==> src/rtl/alu_cmd_sequencer.sv <==
// Command sequencer that drives a combinational ALU from registered operands.
// Reads operands from a small register file and returns each result over valid/ready.
module alu_cmd_sequencer #(
    parameter int BIT = 4,
    parameter int OPCODE = 4,
    parameter int REGS = 4,
    parameter int CNT_W = 8,
    localparam int RW = $clog2(REGS)
) (
    input  logic              clock,
    input  logic              reset,
    input  logic              cmd_valid,
    output logic              cmd_ready,
    input  logic              cmd_load,
    input  logic [OPCODE-1:0] cmd_op,
    input  logic [RW-1:0]     cmd_dst,
    input  logic [RW-1:0]     cmd_srca,
    input  logic [RW-1:0]     cmd_srcb,
    input  logic [BIT-1:0]    cmd_imm,
    output logic [OPCODE-1:0] alu_instr,
    output logic [BIT-1:0]    alu_a,
    output logic [BIT-1:0]    alu_b,
    input  logic [BIT-1:0]    alu_c,
    input  logic              alu_flag,
    output logic              res_valid,
    input  logic              res_ready,
    output logic [BIT-1:0]    res_data,
    output logic              res_flag,
    output logic              carry,
    output logic              busy,
    output logic [CNT_W-1:0]  op_count
);

    typedef enum logic [1:0] {
        IDLE,
        EXEC,
        DONE
    } state_t;

    state_t state, state_nxt;

    logic [BIT-1:0] rf [REGS];
    logic [RW-1:0]  dst_q;
    logic           load_q;
    logic [BIT-1:0] imm_q;

    always_ff @(posedge clock) begin
        if (reset) state <= IDLE;
        else       state <= state_nxt;
    end

    always_comb begin
        state_nxt = state;
        cmd_ready = 1'b0;
        res_valid = 1'b0;
        busy      = 1'b1;
        unique case (state)
            IDLE: begin
                cmd_ready = 1'b1;
                busy      = 1'b0;
                if (cmd_valid) state_nxt = EXEC;
            end
            EXEC: state_nxt = DONE;
            DONE: begin
                res_valid = 1'b1;
                if (res_ready) state_nxt = IDLE;
            end
            default: state_nxt = IDLE;
        endcase
    end

    // Operands are captured at accept; the rf write lands at the end of EXEC.
    always_ff @(posedge clock) begin
        if (reset) begin
            for (int i = 0; i < REGS; i++) rf[i] <= '0;
            carry     <= 1'b0;
            res_data  <= '0;
            res_flag  <= 1'b0;
            op_count  <= '0;
            alu_instr <= '0;
            alu_a     <= '0;
            alu_b     <= '0;
            dst_q     <= '0;
            load_q    <= 1'b0;
            imm_q     <= '0;
        end else begin
            unique case (state)
                IDLE: begin
                    if (cmd_valid) begin
                        alu_a     <= rf[cmd_srca];
                        alu_b     <= rf[cmd_srcb];
                        alu_instr <= cmd_load ? '0 : cmd_op;
                        dst_q     <= cmd_dst;
                        load_q    <= cmd_load;
                        imm_q     <= cmd_imm;
                    end
                end
                EXEC: begin
                    if (load_q) begin
                        rf[dst_q] <= imm_q;
                        res_data  <= imm_q;
                        res_flag  <= 1'b0;
                    end else if (alu_instr != '0) begin
                        rf[dst_q] <= alu_c;
                        carry     <= alu_flag;
                        res_data  <= alu_c;
                        res_flag  <= alu_flag;
                    end else begin
                        res_data  <= '0;
                        res_flag  <= 1'b0;
                    end
                end
                DONE: begin
                    if (res_ready) begin
                        op_count  <= op_count + CNT_W'(1);
                        alu_instr <= '0;
                    end
                end
                default: ;
            endcase
        end
    end

endmodule

==> config.mk <==
export PLATFORM = sky130hd
export DESIGN_NAME = alu_cmd_sequencer
export DESIGN_NICKNAME = d
export VERILOG_FILES = /design/src/rtl/alu_cmd_sequencer.sv
export SDC_FILE = /design/constraint.sdc
export NUM_CORES = 1
export LEC_CHECK = 0
export BUFFER_PORTS_ARGS = -buffer_cell sky130_fd_sc_hd__buf_2
export CAP_MARGIN = 25
export CORE_MARGIN = 8
export CORE_UTILIZATION = 53
export CTS_CLUSTER_SIZE = 40
export DETAILED_ROUTE_END_ITERATION = 8
export GPL_TIMING_DRIVEN = 0
export HOLD_SLACK_MARGIN = 0.08
export PLACE_DENSITY = 0.77
export REMOVE_ABC_BUFFERS = 1
export SKIP_LAST_GASP = 1
export SLEW_MARGIN = 20
export SYNTH_ARGS = -nofsm -noshare
export SYNTH_HDL_FRONTEND = slang
export SYNTH_SLANG_ARGS = --single-unit
==> constraint.sdc <==
create_clock -name clock -period 2 [get_ports clock]
set_input_delay 0.2 -clock clock [delete_from_list [all_inputs] [get_ports clock]]
set_output_delay 0.2 -clock clock [all_outputs]
set_load 0.1 [all_outputs]
# Word-level counts from Yosys, hierarchy flattened

Memory sizes are Yosys's and may differ from the RTL's. A register that Yosys moved wholly into a read port is not among the register bits.
Cells that the tools add are included.

Equality and inequality tests: 4
Bitwise operators: 2
Muxes and demuxes: 29
Reduce and logical (&&, ||, !) cells: 9
Add/subtract/negate cells: 1

Operators with widths:

| cell                                                 | count |
|---|---|
| 2-to-1 mux 4 bit                                     | 7 |
| 2-to-1 mux 1 bit                                     | 17 |
| adder 8 x 1 -> 8 bit (second input constant)         | 1 |
| one-hot mux 4 bit (2 select lines)                   | 1 |
| 2-to-1 mux 2 bit                                     | 3 |
| one-hot mux 2 bit (3 select lines)                   | 1 |
| AND reduction 2 bit                                  | 3 |
| AND reduction 3 bit                                  | 2 |
| inequality test 2 bit (second input constant)        | 2 |
| nonzero test 4 bit                                   | 1 |
| OR reduction 4 bit                                   | 1 |
| equality test 2 x 1 -> 1 bit (second input constant) | 1 |
| equality test 2 bit (second input constant)          | 1 |
| logical NOT 2 bit                                    | 1 |
| nonzero test 2 bit                                   | 1 |
| inverter 1 bit                                       | 1 |
| bitwise OR 1 bit                                     | 1 |

Bits in writable memories: 16
Register bits after elaboration: 27
Output and inout bits: 29
Input port bits: 24
Memories kept: 1
Logic and storage cells: 55

Memories:

| name | depth | bits a word | read ports | clocked after Yosys merged registers in | wr ports | line | text |
|---|---|---|---|---|---|---|---|
| rf   | 4     | 4           | 2          | 2                                       | 4        | 42   | `logic [BIT-1:0] rf [REGS];` |

# Longest topological paths before layout

Gate-level depths: netlist of run 1.

Depth after elaboration: 9
Gate-level depth with buffers: 5
Depth with buffers taken out: 4

# Worst setup path after synthesis of run 1

OpenSTA, ideal clock, no wires.

Kind: register -> register
From: reg alu_instr[3]
To: mem rf[0][0], enable pin
Setup slack: -0.118 ns
Required time: 1.722 ns
Data arrival time: 1.839 ns
Period minus slack after synthesis: 2.118 ns
Library setup time: 0.278 ns
Buffers on the path: 0
Cell stages (with the launch flop): 4
Path through: dfxtp_1 or4_4 o2111ai_1 nand2b_1

RTL lines:

| item                   | line | text |
|---|---|---|
| start, declared        | 20   | `output logic [OPCODE-1:0] alu_instr,` |
| start signal, assigned | 92   | `alu_instr <= cmd_load ? '0 : cmd_op;` |
| end, declared          | 42   |  |

==> impl_metrics.toml, run 1 <==
[outcome]
outcome = "complete, no violations"

[power_and_ir_drop]
switching_share_pct = 32.0
switchingPower_mw = 0.707
p_int_mw = 1.50
seqPwrFrac_pct = 52.0
leakagePower_nw = 1.03
p_per_area_nw_per_um2 = 797
peakVddDrop_uv = 466
pwr-share-comb_pct = 19.7
power.total_mw = 2.21
clockPowerShare_pct = 28.3

[worst_setup_path]
end_kind = "register"
arrival_ns = 1.90
cp_max_fo = 11
startpoint = "state[1]"
startpoint_type = "register"
timing.rr.start = "state[1]"
critical_path_class = "reg -> reg"
cp.required_ns = 2.04

[clocking]
cts_max_level = 2
cts_sinks = 51
cts-buffers-inserted = 5
path_clk_slew_ns = 0.09
ctsRootBufferMaster = "clkbuf_8"
clk_latency_ns = 0.30
cts_tree = "built"
max-clock-path-buffers = 2

[place]
hpwlAfterDp_um = 3800
port_buffers = 52
gp_congestion = 0.824
dp_cells = 320
placed_cell_area_um2 = 2630

[detailed_routing]
first_pass_iters = 4
dr_total_vias = 1895
routed.top_layer = "met4"
drtAntennaViolNets = 0
via_per_inst = 5.73
drc = 0
wirelength_um = 5380
dr_wl_met3_um = 251
wire_per_inst_um = 16.3
drt_iter0_drc = 113
wl_met1_um = 2440
routed-wl-met2_um = 2620

[timing]
worstMarginPinSlew_ns = 0.849
fin_crit_sh_pct = 92.8
slew_viol_final = 0
period_needed_ns = 1.86
fmaxAchievable_ghz = 0.539
maxSlewHeadroom_pct = 43.3
rsz0062_at_grt = "false"
fin_skew_ns = 0.00618
hold_viol = 0
setup_viol = 0

[synthesis]
synthMuxAreaShare_pct = 8.05
ys_warn_count = 0
synth_seq_area_share_pct = 50.0
synth_fa_ha_area_share_pct = 0.529
yosys.area_share.simple_pct = 19.7
syn_inst = 230
synth_compound_area_share_pct = 17.3
synth_top_family_by_area = "simple AND/OR/NAND/NOR gates"
synth.distinct_cells = 38
syn_area_per_cell_um2 = 10.3
syn_area_um2 = 2360
synth-seq-cells = 51
synthXorXnorAreaFrac_pct = 0.741

[cells_and_area]
fillers = 379
layout.cells.most_common = "buf_2"
layout_common_cells = "buf_2, a21oi_1, dfxtp_1, nand2_1, edfxtp_1"
fin_cells = 331
fin_area_um2 = 2770
layout-drive-gt1-share_pct = 30.5
n_antenna_cell = 0
syn2layout_area_growth_pct = 17.3
nets = 303
post-route-util_pct = 64.1

[global_routing]
grt-ovfl-total = 0
grt_max_degree = 45
antenna_found_initial = 0
grt_pass1_wl_um = 9120
track_usage_pct = 16.9
grt_pass1_vias = 1943

[min_path]
hp-start = "cmd_dst[0]"
hold_path_class = "in -> reg"

[die]
die_x_um = 82.8
chipHeight_um = 82.8
core_um2 = 4320
num_rows = 24
die_area_um2 = 6850
num_io_pins = 53
start_util_pct = 54.7

[job]
maxCapViolCount = 0
-- power by group through the flow --
stage	combinational (mW)	sequential (mW)	clock, mW
after global placement	0.422	1.17	0
after CTS	0.431	1.15	0.640
after detailed placement	0.429	1.17	0
final	0.435	1.15	0.625
after global routing	0.464	1.16	0.687
after floorplan	0.178	1.31	0
-- worst max-delay path, stage by stage, from the launching register on --
cell,delay (ns)
dfxtp_1,0.42
nand2b_1,0.42
o41ai_2,0.60
a21oi_1,0.16
-- sequential cells by signal, indices dropped and copies added, names as in the netlist --
register	cells
rf	16
op_count	8
alu_a	4
alu_b	4
alu_instr	4
imm_q	4
res_data	4
dst_q	2
state	2
carry	1
load_q	1
res_flag	1
-- final timing paths --
kind | endpoint | slack, ns | cells past startpoint
max | rf[2][0] | 0.14 | 3
min | dst_q[0] | 0.13 | 3
max reg2reg | rf[2][0] | 0.14 | 3
min reg2reg | alu_b[0] | 0.45 | 2
-- cell usage after synthesis --
| library cell | n | area, um2 |
|---|---|---|
| mux2i_1 | 1 | 10.0 |
| buf_2 | 5 | 25.0 |
| mux4_2 | 8 | 180 |
| or2_2 | 1 | 6.26 |
| nand4b_1 | 10 | 87.6 |
| nand3_1 | 6 | 30.0 |
| xor2_1 | 1 | 8.76 |
| buf_6 | 1 | 11.3 |
| nor3b_4 | 1 | 18.8 |
| o21ai_2 | 1 | 8.76 |
| o31ai_1 | 4 | 30.0 |
| xnor2_1 | 1 | 8.76 |
| edfxtp_1 | 16 | 480 |
| buf_4 | 1 | 7.51 |
| o41ai_2 | 3 | 48.8 |
| nor2_1 | 9 | 33.8 |
| nor4_2 | 1 | 12.5 |
| o21a_1 | 1 | 7.51 |
| clkbuf_1 | 7 | 26.3 |
| nand2_1 | 34 | 128 |
| or4_1 | 3 | 22.5 |
| nand3b_1 | 5 | 37.5 |
| nand4_1 | 1 | 6.26 |
| o2111ai_1 | 3 | 26.3 |
| o41ai_1 | 1 | 8.76 |
| o21bai_1 | 1 | 7.51 |
| or3_1 | 2 | 12.5 |
| nor2b_1 | 1 | 6.26 |
| ha_1 | 1 | 12.5 |
| a21oi_1 | 46 | 230 |
| or4_4 | 1 | 11.3 |
| o21ai_0 | 2 | 10.0 |
| a211oi_1 | 4 | 30.0 |
| or3b_2 | 1 | 8.76 |
| nor3b_2 | 1 | 12.5 |
| inv_1 | 5 | 18.8 |
| nand2b_1 | 5 | 31.3 |
| dfxtp_1 | 35 | 701 |
-- layout make-up --
cell class	count	area (um2)	area share, %
clock buffer	6	82.6	2.98
clock inverter	2	16.3	0.587
inverter	5	18.8	0.677
multi-input combinational	160	1130	40.6
sequential	51	1180	42.6
tap	52	65.1	2.35
timing repair buffer	55	283	10.2
-- stage by stage --
step / worst slack [ns] / hold WS, ns / setup TNS [ns]
floorplan: -0.183 / 0.269 / -3.27
global placement: 0.0596 / 0.439 / 0
detailed placement: 0.00954 / 0.443 / 0
CTS: 0.0109 / 0.120 / 0
global route: 0.00229 / 0.120 / 0
finish: 0.144 / 0.125 / 0
-- layer usage --
metal	vias to the layer above	track usage, %
met5	-	0
met4	0	5.69
met3	7	4.20
met2	41	27.5
met1	895	21.5
li1	952	-
-- kinds of logic (layout without fill, tap and decap cells) --
family | after synthesis | in the layout
simple gates | 82 | 82
compound gates | 66 | 66
flops | 51 | 51
buf+inv | 19 | 68
mux | 9 | 9
xor+xnor | 2 | 2
fa+ha+maj | 1 | 1
-- timing repair --
| item | in CTS | in global routing |
|---|---|---|
| setup endpoints to repair | 1 | 14 |
| pin swaps | 0 | 1 |
| hold buffers | 0 | 0 |
| setup buffers | 0 | 3 |
| gates resized for setup | 1 | 3 |
No activity file was read; power rests on OpenSTA's default activity.
==> run 2: changes to the inputs <==
--- a/config.mk
+++ b/config.mk
@@ -11,7 +11,6 @@
 export CORE_UTILIZATION = 53
 export CTS_CLUSTER_SIZE = 40
 export DETAILED_ROUTE_END_ITERATION = 8
-export GPL_TIMING_DRIVEN = 0
 export HOLD_SLACK_MARGIN = 0.08
 export PLACE_DENSITY = 0.77
 export REMOVE_ABC_BUFFERS = 1
==> run 2 against run 1 <==
Worst hold slack better by 0.0054 ns; fmax increased by 3.6%; final area rose by 1.5%; critical path type unchanged; wire length grew 2.8%; die area stayed put; clock-buffer cell count shrank 1; clock power up 11%.
==> impl_metrics.toml, run 2 (synthesis gave the netlist of run 1 again) <==
[clocking]
cts_max_level = 2
cts_sinks = 51
ctsRootBufferMaster = "clkbuf_8"
ctsHoldBuffers = 0
path_clk_slew_ns = 0.08
clk_latency_ns = 0.30
cts_tree = "built"
max-clock-path-buffers = 2
cts-buffers-inserted = 5

[cells_and_area]
layout.cells.most_common = "buf_2"
top_register = "rf"
top_regs = "rf x16, op_count x8"
layout_common_cells = "buf_2, a21oi_1, dfxtp_1, nand2_1, edfxtp_1"
n_antenna_cell = 0
layout-drive-gt1-share_pct = 31.0
largest_reg_flops = 16
syn2layout_area_growth_pct = 19.1
multi_input_area_um2 = 1100
nets = 311
fillers = 368
regArea_um2 = 1180

[min_path]
min_path_cells = 3
hold_path_class = "in -> reg"
hp-start = "cmd_dst[0]"
hold_end = "dst_q[0]"

[timing]
fmaxAchievable_ghz = 0.558
fin_skew_ns = 0.00787
period_needed_ns = 1.79
worstMarginPinSlew_ns = 0.708
slew_viol_final = 0
fin_setup_tns_ns = 0
setup_viol = 0
hold_viol = 0
rsz0062_at_grt = "false"
fin_crit_sh_pct = 89.6
maxSlewHeadroom_pct = 52.8

[worst_setup_path]
arrival_ns = 1.82
worstReg2RegEnd = "rf[2][2]"
end_kind = "register"
cp_max_fo = 13
timing.rr.start = "alu_instr[3]"
reg2reg_depth = 3
startpoint_type = "register"
critical_path_class = "reg -> reg"
cp.required_ns = 2.03
startpoint = "alu_instr[3]"
reg2reg_slack_ns = 0.21

[detailed_routing]
drtAntennaViolNets = 0
first_pass_iters = 4
drc = 0
via_per_inst = 5.76
drt_iter0_drc = 99
wire_per_inst_um = 16.3
dr_total_vias = 1954
wirelength_um = 5530

[power_and_ir_drop]
peakVddDrop_uv = 459
p_per_area_nw_per_um2 = 813
leakagePower_nw = 1.08
power.total_mw = 2.29

[die]
die_area_um2 = 6850
num_io_pins = 53
die_x_um = 82.8
start_util_pct = 54.7
core_um2 = 4320
num_rows = 24
chipHeight_um = 82.8

[outcome]
outcome = "complete, no violations"

[global_routing]
antenna_found_initial = 0
grt_pass1_vias = 1906
grt_max_degree = 24
track_usage_pct = 17.2
grt_pass1_wl_um = 9040
grt-ovfl-total = 0

[place]
hpwlAfterDp_um = 4170
port_buffers = 52
gp_congestion = 0.822

[job]
maxCapViolCount = 0
## run 2: repair_timing
action / in CTS / in global routing
buffers inserted: 0 / 0
endpoints found under the setup margin: 0 / 4
gates resized for setup: 0 / 1
## run 2: cell type report
type,instances,area share [%]
Sequential cell,51,42.0
Multi-Input combinational cell,160,39.1
Timing Repair Buffer,63,12.2
Clock buffer,5,2.44
Tap cell,52,2.31
Clock inverter,3,1.38
Inverter,5,0.667
## run 2: report_power, final
| part | switching [mW] | internal (mW) | leakage, nW |
|---|---|---|---|
| clock network | 0.326 | 0.366 | 0.0556 |
| logic | 0.325 | 0.122 | 0.572 |
| registers | 0.0386 | 1.11 | 0.450 |
| total | 0.690 | 1.60 | 1.08 |
## run 2: how the worst max path moves through the flow
stage	endpoint	slack [ns]
finish	rf[2][2]	0.21
global route	rf[3][2]	0.08
CTS	rf[2][2]	0.10
detailed placement	rf[2][0]	0.13
global placement	rf[2][3]	0.23
floorplan	rf[0][0]	-0.18
## run 2: worst max-delay path, stage by stage (launching register included)
cell       delay, ns
dfxtp_1         0.35
or4_4           0.66
o2111ai_2       0.33
nand2b_1        0.19
## run 2: routing by layer
layer  share of wire, %  global-route usage, %  wire, um
met4                2.0                   6.38       109
met1                 43                   20.4      2410
met2                 49                   28.9      2690
met5                  0                      0         0
met3                5.9                   4.85       328
## run 2: metrics by stage
step	setup WS (ns)	cell area, um2	util, %	std cells	hold WS [ns]
CTS	0.103	2810	65.0	339	0.120
floorplan	-0.183	2290	-	216	0.269
detailed placement	0.135	2700	62.5	331	0.444
global placement	0.229	2700	62.5	331	0.439
finish	0.209	2820	65.1	339	0.131
global route	0.0818	2820	65.1	339	0.134
==> run 3: changes to the inputs <==
--- a/config.mk
+++ b/config.mk
@@ -7,6 +7,7 @@
 export LEC_CHECK = 0
 export BUFFER_PORTS_ARGS = -buffer_cell sky130_fd_sc_hd__buf_2
 export CAP_MARGIN = 25
+export CORE_ASPECT_RATIO = 1.1
 export CORE_MARGIN = 8
 export CORE_UTILIZATION = 53
 export CTS_CLUSTER_SIZE = 40
==> constraint.sdc (replaced) <==
create_clock -name clock -period 1.9 [get_ports clock]
set_input_delay 0.19 -clock clock [delete_from_list [all_inputs] [get_ports clock]]
set_output_delay 0.19 -clock clock [all_outputs]
set_load 0.1 [all_outputs]
==> run 3 against run 2 <==
Flip-flop and latch count did not move; final area fell by 0.93%; wire length rose by 1.8%; global-route usage fell by 0.053 points; critical endpoint is now rf[1][1].
==> impl_metrics.toml, run 3 (synthesis gave the netlist of run 1 again) <==
[outcome]
outcome = "complete, no violations"

[die]
num_rows = 25
die_area_um2 = 6850
die_x_um = 79.7
core_um2 = 4290
num_io_pins = 53
chipHeight_um = 86.0
start_util_pct = 55.2

[detailed_routing]
drc = 0
drtAntennaViolNets = 0
wirelength_um = 5640
dr_total_vias = 1977
first_pass_iters = 4
wire_per_inst_um = 16.5
via_per_inst = 5.80
drt_iter0_drc = 117

[cells_and_area]
regArea_um2 = 1180
top_regs = "rf x16, op_count x8"
largest_reg_flops = 16
n_antenna_cell = 0
nets = 311
layout_common_cells = "buf_2, a21oi_1, dfxtp_1, nand2_1, edfxtp_1"
multi_input_area_um2 = 1090
post-route-util_pct = 65.1
top_register = "rf"
fillers = 362
syn2layout_area_growth_pct = 18.0
layout.cells.most_common = "buf_2"
layout-drive-gt1-share_pct = 30.7

[worst_setup_path]
cpMaxStageDelayCell = "or4_4"
cp_cell_sequence = "or4_4 > o2111ai_1 > nand2b_1"
cpLargestDelayFamily = "simple AND/OR/NAND/NOR gates"
end_kind = "register"
cp_slowest_stage_delay_ns = 0.57
worst-path-stages = 3
crit_buf_inv = 0
cp.required_ns = 1.93
reg2reg_depth = 3
critical_path_class = "reg -> reg"
startpoint = "alu_instr[3]"
cp_max_fo = 5
timing.rr.start = "alu_instr[3]"
arrival_ns = 1.81
startpoint_type = "register"

[timing]
hold_viol = 0
slew_viol_final = 0
maxSlewHeadroom_pct = 53.7
period_needed_ns = 1.78
fin_ws_ns = 0.118
fmaxAchievable_ghz = 0.561
setup_viol = 0
rsz0062_at_grt = "false"
fin_skew_ns = 0.0114
fin_crit_sh_pct = 93.8
worstMarginPinSlew_ns = 0.694

[power_and_ir_drop]
p_per_area_nw_per_um2 = 821
leakagePower_nw = 1.06
clockPowerShare_pct = 26.5
pwr-share-comb_pct = 20.6
p_int_mw = 1.56
seqPwrFrac_pct = 52.8
power.total_mw = 2.29
peakVddDrop_uv = 583
switching_share_pct = 32.1
switchingPower_mw = 0.734

[global_routing]
use_met2_pct = 29.2
met1_usage_pct = 19.0
track_usage_pct = 17.1
grt_max_degree = 24
grt-ovfl-total = 0
busiest_layer = "met2"
grt_pass1_wl_um = 9270
grt_pass1_vias = 1965
grtUsageMet3_pct = 5.54
antenna_found_initial = 0

[place]
port_buffers = 52
place_ws_ns = 0.135
gp_congestion = 0.902
hpwlAfterDp_um = 4230

[min_path]
hp-start = "cmd_imm[1]"
hold_path_class = "in -> reg"
min_path_cells = 3

[clocking]
path_clk_slew_ns = 0.09
ctsHoldBuffers = 0
ctsResizeCount = 0
clk_latency_ns = 0.31
ctsRootBufferMaster = "clkbuf_8"
max-clock-path-buffers = 2
cts-buffers-inserted = 5
cts_tree = "built"
postCtsSetupBuffers = 0
cts_max_level = 2
cts_sinks = 51

[job]
maxCapViolCount = 0
## run 3: final cells by class
cell class / instances / area share (%)
timing repair buffer: 63 / 12.3
clock inverter: 2 / 0.449
tap: 54 / 2.42
multi-input combinational: 160 / 39.2
inverter: 5 / 0.673
clock buffer: 6 / 2.60
sequential: 51 / 42.4
## run 3: metal layers
layer / wire length [um] / up-vias
li1: - / 968
met1: 2320 / 948
met2: 2850 / 49
met3: 336 / 12
met4: 131 / 0
met5: 0 / -
## run 3: power by group through the flow
stage,logic (mW),registers (mW),clock network [mW]
finish,0.473,1.21,0.608
global placement,0.467,1.23,0
floorplan,0.188,1.38,0
detailed placement,0.472,1.23,0
global route,0.500,1.22,0.667
CTS,0.473,1.21,0.623
## run 3: worst paths after layout
check / endpoint / slack [ns]
worst max-delay path: rf[1][1] / 0.12
worst min-delay path: imm_q[1] / 0.11
worst max register to register: rf[1][1] / 0.12
worst min register to register: alu_b[2] / 0.46
## run 3: worst register-to-register path, delay by kind of cell, from the launching register on
family,cells,cell delay [ns]
AND/OR/NAND/NOR,2,0.78
AO/OA/AOI/OAI,1,0.39
flip-flops,1,0.34
## run 3: stage by stage
stage / cells / TNS (ns) / hold slack (ns) / area [um2]
2_1_floorplan: 216 / -6.50 / 0.259 / 2290
3_3_place_gp: 333 / 0 / 0.431 / 2700
3_5_place_dp: 333 / 0 / 0.437 / 2700
4_1_cts: 341 / 0 / 0.110 / 2790
5_1_grt: 341 / 0 / 0.107 / 2790
6_report: 341 / 0 / 0.115 / 2790
